[src/rtl/ifetch_seq32_pkg.sv]
// Shared fetch-stage definitions: FSM state encodings,
// reset PC default, NOP word and a word-alignment helper.
package ifetch_seq32_pkg;

    typedef enum logic [1:0] {
        ST_FETCH = 2'b00,
        ST_WAIT  = 2'b01,
        ST_EXEC  = 2'b10
    } fetch_state_e;

    localparam logic [31:0] RESET_PC_DEF = 32'h0000_0000;
    localparam logic [31:0] NOP_WORD     = 32'h0000_0000;

    function automatic logic [31:0] word_align(
        input logic [31:0] a
    );
        return a & ~32'h3;
    endfunction

endpackage

[src/rtl/ifetch_next_pc.sv]
// Next-PC priority mux: jr > j/jal > taken branch > PC+4.
// Ports: controller flags, Zero, branch/jr targets, PC+4,
//        jump index (Instruction[25:0]) in; next_pc out.
module ifetch_next_pc
    import ifetch_seq32_pkg::*;
(
    input  logic        Branch,
    input  logic        nBranch,
    input  logic        Jmp,
    input  logic        Jal,
    input  logic        Jr,
    input  logic        Zero,
    input  logic [31:0] Addr_result,
    input  logic [31:0] Read_data_1,
    input  logic [31:0] pc_plus4,
    input  logic [25:0] jump_index,
    output logic [31:0] next_pc
);

    logic take_br;

    assign take_br = (Branch & Zero) | (nBranch & ~Zero);

    // Several flags at once is illegal from the controller;
    // the priority order silently resolves it.
    always_comb begin
        next_pc = pc_plus4;
        priority case (1'b1)
            Jr:          next_pc = word_align(Read_data_1);
            (Jmp | Jal): next_pc = {pc_plus4[31:28],
                                    jump_index, 2'b00};
            take_br:     next_pc = word_align(Addr_result);
            default:     next_pc = pc_plus4;
        endcase
    end

endmodule

[src/rtl/ifetch_seq32.sv]
// Instruction-fetch stage: PC, imem request FSM with timeout,
// instruction latch and next-PC update.
// Ports: clock/rst_n; controller flags, Zero, Addr_result,
//        Read_data_1, stall; imem_rdata/imem_ready in;
//        imem_req/imem_addr, Instruction, Opcode,
//        Function_opcode, branch_base_addr, link_addr,
//        instr_valid, fetch_err out.
module ifetch_seq32
    import ifetch_seq32_pkg::*;
#(
    parameter logic [31:0] RESET_PC = RESET_PC_DEF,
    parameter int          TIMEOUT  = 16
) (
    input  logic        clock,
    input  logic        rst_n,
    input  logic        Branch,
    input  logic        nBranch,
    input  logic        Jmp,
    input  logic        Jal,
    input  logic        Jr,
    input  logic        Zero,
    input  logic [31:0] Addr_result,
    input  logic [31:0] Read_data_1,
    input  logic        stall,
    input  logic [31:0] imem_rdata,
    input  logic        imem_ready,
    output logic        imem_req,
    output logic [31:0] imem_addr,
    output logic [31:0] Instruction,
    output logic [5:0]  Opcode,
    output logic [5:0]  Function_opcode,
    output logic [31:0] branch_base_addr,
    output logic [31:0] link_addr,
    output logic        instr_valid,
    output logic        fetch_err
);

    localparam int CW = $clog2(TIMEOUT + 1);
    localparam logic [CW-1:0] CNT_LAST = CW'(TIMEOUT - 1);

    fetch_state_e  state;
    logic [31:0]   pc;
    logic [31:0]   pc_plus4;
    logic [31:0]   next_pc;
    logic [CW-1:0] wait_cnt;

    assign pc_plus4         = pc + 32'd4;
    assign imem_addr        = pc;
    assign branch_base_addr = pc_plus4;
    assign Opcode           = Instruction[31:26];
    assign Function_opcode  = Instruction[5:0];

    ifetch_next_pc u_next_pc (
        .Branch      (Branch),
        .nBranch     (nBranch),
        .Jmp         (Jmp),
        .Jal         (Jal),
        .Jr          (Jr),
        .Zero        (Zero),
        .Addr_result (Addr_result),
        .Read_data_1 (Read_data_1),
        .pc_plus4    (pc_plus4),
        .jump_index  (Instruction[25:0]),
        .next_pc     (next_pc)
    );

    always_ff @(posedge clock or negedge rst_n) begin
        if (!rst_n) begin
            state       <= ST_FETCH;
            pc          <= RESET_PC;
            Instruction <= NOP_WORD;
            link_addr   <= '0;
            imem_req    <= 1'b0;
            instr_valid <= 1'b0;
            fetch_err   <= 1'b0;
            wait_cnt    <= '0;
        end else begin
            imem_req  <= 1'b0;
            fetch_err <= 1'b0;
            unique case (state)
                ST_FETCH: begin
                    imem_req <= 1'b1;
                    wait_cnt <= '0;
                    state    <= ST_WAIT;
                end
                ST_WAIT: begin
                    if (imem_ready) begin
                        Instruction <= imem_rdata;
                        link_addr   <= pc_plus4;
                        instr_valid <= 1'b1;
                        wait_cnt    <= '0;
                        state       <= ST_EXEC;
                    end else if (wait_cnt == CNT_LAST) begin
                        // Give up and reissue the same PC.
                        fetch_err <= 1'b1;
                        wait_cnt  <= '0;
                        state     <= ST_FETCH;
                    end else begin
                        wait_cnt <= wait_cnt + CW'(1);
                    end
                end
                ST_EXEC: begin
                    if (!stall) begin
                        pc          <= next_pc;
                        instr_valid <= 1'b0;
                        state       <= ST_FETCH;
                    end
                end
                default: state <= ST_FETCH;
            endcase
        end
    end

endmodule

[config.mk]
export PLATFORM = sky130hd
export DESIGN_NAME = ifetch_seq32
export DESIGN_NICKNAME = d
export VERILOG_FILES = /design/src/rtl/ifetch_seq32_pkg.sv /design/src/rtl/ifetch_next_pc.sv /design/src/rtl/ifetch_seq32.sv
export SDC_FILE = /design/constraint.sdc
export NUM_CORES = 1
export LEC_CHECK = 0
export ABC_CLOCK_PERIOD_IN_PS = 1900
export CAP_MARGIN = 20
export CORE_MARGIN = 2
export CORE_UTILIZATION = 38
export CTS_CLUSTER_DIAMETER = 120
export DETAILED_ROUTE_END_ITERATION = 7
export GPL_TIMING_DRIVEN = 0
export PLACE_DENSITY = 0.84
export SETUP_SLACK_MARGIN = 0.02
export SYNTH_ARGS = -nofsm -noshare
export SYNTH_HDL_FRONTEND = slang
export SYNTH_SLANG_ARGS = --single-unit
[constraint.sdc]
create_clock -name clock -period 1.9 [get_ports clock]
set_input_delay 0.38 -clock clock [delete_from_list [all_inputs] [get_ports clock]]
set_output_delay 0.38 -clock clock [all_outputs]
set_load 0.05 [all_outputs]
==> summary.txt, run 1 <==
fillers: 873
Syn Inst Count: 523
crit-path max FO: 3
critical path class: flop to output port
endpoints failing hold: 10
CTS Buffer Depth: 2
Reg2Reg Depth: 12
synth unique cells: 62
CP cell instances: ha_4 -> nand4_1 -> buf_6 -> buf_6 -> nor3_4 -> buf_6 -> and3_4 -> xor2_4 -> buf_6
Peak VDD IR: 1120 µV
post-synth top area share: 46.5%
gr ovfl total: 0
Iter 0 DRT Violations: 610
Pwr Total: 0.0194 W
Residual DRC: 0
Switch Pwr: 0.0104 W
FFs w/ async S/R, synth: 100%
gp weighted congestion: 0.858
switch share: 53.5%
Top-Level Pins: 249
utilization after layout: 75.3%
Crit. Startpoint: imem_addr[2]
core area: 14000 µm²
setup ws final: -0.805 ns
nets@finish: 989
cell taking the most area after synthesis: dfrtp_1
Slew Limit Headroom: 55.2%
max_cap viols: 0
R2R Path Start: imem_addr[7]
Worst Tran Pin Value: 0.672 ns
synthesis-to-finish area growth: 91.9%
hold crit path type: input port to async pin
Top FF cell, synth: dfrtp_1
number of buffer and inverter stages on the critical path: 4
Clock Pin Slew Worst Setup and Hold Paths: 0.07 ns
clock sink count: 102
crit end category: output port
most frequent CP cell: buf_6
Tot GR Track Use: 30.4%
Power Density: 1840 nW/µm²
CTS tree: yes
Die Y: 124 µm
vias in the first global route: 6489
vias per cell: 5.98
sequential power share: 22.4%
Die Area: 15400 µm²
worst skew pair latency: 0.36 ns
LEAKAGE: 4.67 nW
Syn Area/Cell: 10.5 µm²
Synth Register Bits: 102
Yosys warning count: 0
Critical Path AT: 2.33 ns
crit path launch type: flop
critical-path cell with the highest stage delay: dfrtp_2
failing checks: negative hold slack, negative setup slack
Post-DRT Antenna Nets: 0
CTS Root Cell: clkbuf_16
Top delay family on crit path: buffers and inverters
Final Setup Violations: 63
Seq/Total Area, Yosys: 46.5%
layout cells sized above 1: 45.7%
Mapped Area: 5490 µm²
Detailed Route WL: 26300 µm
Initial Util: 39.3%
DR vias: 6380
first-pass GRT wire length: 36700 µm
row count: 43
top post-synthesis cells by area: dfrtp_1 (46%), mux2_2 (12%), o21ai_0 (3.1%), nand2_1 (2.8%), xnor2_1 (2.6%)
number of synthesized flops with an enable pin: 0
Die Wd: 124 µm
largest net degree at the start of global routing: 67
Final HPWL DP: 15700 µm
H-tree depth: 3
most frequent cells in the layout: dlygate4sd2_1 (98), clkdlybuf4s50_1 (97), buf_4 (82)
leading cell type in the layout, fill and taps excluded: dlygate4sd2_1
required time worst endpoint: 1.52 ns
drt pass-1 iters: 5
Inserted Clock Buffers: 9
status: finished with violations
routed len/inst: 24.6 µm
Comb pwr share: 67.6%
Stages on worst setup path: 9
unrepaired setup endpoints after global routing: true
CP max stage delay: 0.43 ns
crit path time final: 2.71 ns
Hold WS: -0.0133 ns
count of pins over their slew limit: 0
clock share of power: 10.0%
Port-buffer cells: 238
setup TNS: -22.21 ns
initial antenna violation count: 1
Int Pwr: 0.00900 W
Layout Skew: 0.0100 ns
Max Fclk: 0.370 GHz
crit share post-route: 142%
[worst paths after layout]
| kind | slack [ns] | end |
|---|---|---|
| max in group asynchronous | 1.16 | imem_addr[20] |
| setup reg to reg | -0.59 | imem_addr[23] |
| hold reg to reg | 0.47 | fetch_err |
| setup / recovery | -0.81 | branch_base_addr[28] |
| min in group clock | 0.47 | fetch_err |
| hold / removal | -0.01 | Instruction[0] |
[synthesized netlist by cell type, drive strengths merged, types with 5 or more instances]
cell,n
dfrtp,102
mux2,60
nand2,41
o21ai,35
buf,27
clkbuf,23
a21oi,18
nor2,16
xnor2,16
a221oi,15
nand3,15
and3,14
nand2b,13
o31ai,12
a32o,11
a31o,10
xor2,10
inv,9
nand4,8
and4,5
nor3,5
or3,5
[power groups by stage]
stage / sequential, W / clock (W) / combinational (W)
finish: 0.00434 / 0.00194 / 0.0131
global route: 0.00445 / 0.00203 / 0.0135
CTS: 0.00426 / 0.00193 / 0.0123
detailed placement: 0.00447 / 0 / 0.0117
global placement: 0.00438 / 0 / 0.0115
floorplan: 0.00761 / 0 / 0.00452
[sequential cells by signal, summed over array words and instances (netlist names)]
register     count
state            2
imem_addr       30
Instruction     32
fetch_err        1
wait_cnt         5
instr_valid      1
imem_req         1
link_addr       30
[area by class of cell]
cell class | instances | area (µm²) | share of cell area (%)
antenna | 1 | 2.50 | 0.0237
buffer | 46 | 382 | 3.62
clock buffer | 12 | 256 | 2.43
clock inverter | 4 | 45.0 | 0.427
inverter | 9 | 33.8 | 0.321
multi-input combinational | 367 | 3710 | 35.2
sequential | 102 | 2590 | 24.6
tap | 180 | 225 | 2.14
timing repair buffer | 346 | 3290 | 31.2
[repair_timing]
action                     4_1_cts  5_1_grt
hold buffers                     0        0
pin swaps                       38       43
cloned                           0        1
resized for setup              463       95
setup endpoints to repair      216      112
setup buffers                   76       43
[layer usage]
metal / vias to the layer above / global-route usage (%) / wire length (µm) / part of all wire (%)
li1: 2648 / - / - / -
met1: 3099 / 35.3 / 9530 / 36
met2: 484 / 49.4 / 12500 / 48
met3: 149 / 9.47 / 2570 / 9.8
met4: 0 / 18.3 / 1650 / 6.3
met5: - / 0 / 0 / 0
[metrics by stage]
stage / worst slack (ns) / cells / hold slack, ns / area, µm²
after detailed placement: -1.26 / 947 / 0.385 / 8620
final: -0.805 / 1067 / -0.0133 / 10500
after global routing: -0.825 / 1067 / 0.0221 / 10500
after CTS: -0.773 / 1038 / 0.00236 / 10100
after global placement: -4.10 / 946 / 0.438 / 8590
after floorplan: -0.542 / 528 / 0.0844 / 5980
[logic make-up after synthesis]
group	Yosys count	synth area share [%]
AOI/OAI and AO/OA	131	17.1
DFF	102	46.5
and+or+nand+nor	141	13.9
xor gates and xnor gates	26	4.15
other	1	0.0683
muxes	61	12.5
buffers and inverters	59	5.38
adders and majority gates	2	0.456
(Power assumes the default switching activity.)
==> inputs of run 2 (changes only) <==
- HOLD_SLACK_MARGIN: unset -> 0.06
- PLACE_DENSITY: 0.84 -> 0.86
==> summary.txt, run 2 (synthesized netlist as in run 1, its figures left out) <==
Layout Skew: 0.0140 ns
routed len/inst: 23.2 µm
largest register by flop count: Instruction
Reg2Reg Depth: 11
LEAKAGE: 4.69 nW
leading cell type in the layout, fill and taps excluded: clkdlybuf4s50_1
Tot GR Track Use: 30.5%
H-tree depth: 3
fillers: 901
Hold EP: fetch_err
first-pass GRT wire length: 36500 µm
failing checks: negative setup slack
crit path time final: 2.69 ns
Max Fclk: 0.371 GHz
CTS Root Cell: clkbuf_16
worst skew pair latency: 0.37 ns
hold crit path type: flop to flop
critical-path cell with the highest stage delay: dfrtp_2
Final HPWL DP: 15000 µm
Worst Tran Pin Value: 0.736 ns
initial antenna violation count: 1
max_cap viols: 0
Residual DRC: 0
crit end category: output port
Critical Path AT: 2.31 ns
CP max stage delay: 0.43 ns
crit path launch type: flop
critical path class: flop to output port
R2R Path End: imem_addr[20]
setup TNS: -21.98 ns
Slew Limit Headroom: 50.9%
Iter 0 DRT Violations: 533
most frequent CP cell: buf_6
Hold WS: 0.459 ns
worst hold start: wait_cnt[4]
gr ovfl total: 0
number of flip-flops in the largest register: 32
vias in the first global route: 6240
required time worst endpoint: 1.52 ns
CP cell instances: ha_4 -> nand4_1 -> buf_6 -> buf_6 -> nor3_4 -> buf_6 -> and3_4 -> xor2_4 -> buf_6
Die Y: 124 µm
CTS tree: yes
status: finished with violations
most frequent cells in the layout: clkdlybuf4s50_1 (97), dlygate4sd2_1 (95), buf_4 (88)
vias per cell: 5.84
DR vias: 6247
row count: 43
unrepaired setup endpoints after global routing: true
Power Density: 1820 nW/µm²
core area: 14000 µm²
Initial Util: 39.3%
Inserted Clock Buffers: 9
Final Non-Filler Cells: 1070
drt pass-1 iters: 5
layout cells sized above 1: 45.7%
gp weighted congestion: 0.860
Port-buffer cells: 238
largest net degree at the start of global routing: 68
crit share post-route: 142%
Post-DRT Antenna Nets: 0
count of pins over their slew limit: 0
Final Setup Violations: 67
nets@finish: 992
CTS Buffer Depth: 2
synthesis-to-finish area growth: 92.1%
Pwr Total: 0.0192 W
Detailed Route WL: 24800 µm
setup ws final: -0.794 ns
Cells after DPL: 947
cell area after layout: 10500 µm²
Placed Area: 8620 µm²
endpoints failing hold: 0
Top-Level Pins: 249
hold path cells: 1
FF-to-FF setup slack: -0.54 ns
Die Wd: 124 µm
Peak VDD IR: 1040 µV
Die Area: 15400 µm²
Clock Pin Slew Worst Setup and Hold Paths: 0.07 ns
R2R Path Start: imem_addr[2]
clock sink count: 102
crit-path max FO: 4
==> run 2: cell types whose count changed in the layout (fill, tap and decap cells not counted), moves of 3 or more <==
cell / change
clkinv_2: -3
nand2_4: +3
nand2_2: -3
buf_6: -4
buf_4: +6
buf_2: +3
dlygate4sd2_1: -3
==> run 2: repair_timing <==
action,CTS,global route
pin swaps,49,50
gates cloned,1,0
resized for setup,474,82
setup endpoints to repair,219,95
hold buffers,1,0
buffers inserted,81,40
endpoints found under the hold margin,35,0
==> run 2: power by group <==
| part | internal, W | total [W] | switching [W] |
|---|---|---|---|
| registers | 0.00324 | 0.00440 | 0.00116 |
| logic | 0.00456 | 0.0128 | 0.00819 |
| clock network | 0.00111 | 0.00202 | 0.000918 |
==> run 2: routing by layer <==
metal / wire (µm) / global-route usage, % / up-vias / share of wire (%)
li1: - / - / 2659 / -
met5: 0 / 0 / - / 0
met4: 1170 / 14.2 / 0 / 4.7
met3: 2160 / 6.71 / 86 / 8.7
met1: 9440 / 37.5 / 3079 / 38
met2: 12100 / 51.0 / 423 / 49
==> run 2: area by class of cell <==
cell class	instances	area, µm²	area share, %
multi-input combinational	367	3710	35.2
sequential	102	2590	24.6
clock buffer	11	253	2.40
inverter	9	33.8	0.320
timing repair buffer	350	3290	31.2
clock inverter	5	63.8	0.605
tap	180	225	2.13
antenna	1	2.50	0.0237
buffer	45	368	3.49
==> run 2: how the worst max path moves through the flow <==
| stage | startpoint | endpoint | slack [ns] | cells after the start |
|---|---|---|---|---|
| 3_5_place_dp | imem_addr[12] | branch_base_addr[29] | -1.28 | 7 |
| 4_1_cts | imem_addr[2] | branch_base_addr[20] | -0.79 | 8 |
| 5_1_grt | imem_addr[2] | branch_base_addr[28] | -0.85 | 9 |
| 3_3_place_gp | rst_n | imem_addr[20] | -4.28 | 1 |
| 2_1_floorplan | imem_addr[7] | branch_base_addr[17] | -0.54 | 5 |
| 6_report | imem_addr[2] | branch_base_addr[28] | -0.79 | 9 |
==> run 2: critical path: cells and delay by family (launching register included) <==
| family | cells | cell delay [ns] |
|---|---|---|
| xor gates and xnor gates | 1 | 0.19 |
| adders and majority gates | 1 | 0.15 |
| buffers and inverters | 4 | 0.64 |
| DFF | 1 | 0.43 |
| and+or+nand+nor | 3 | 0.54 |
==> run 2: per-stage QoR <==
stage	util, %	setup WS, ns
floorplan	-	-0.542
global placement	61.4	-4.28
detailed placement	61.6	-1.28
finish	75.4	-0.794
CTS	72.6	-0.787
global route	75.4	-0.846
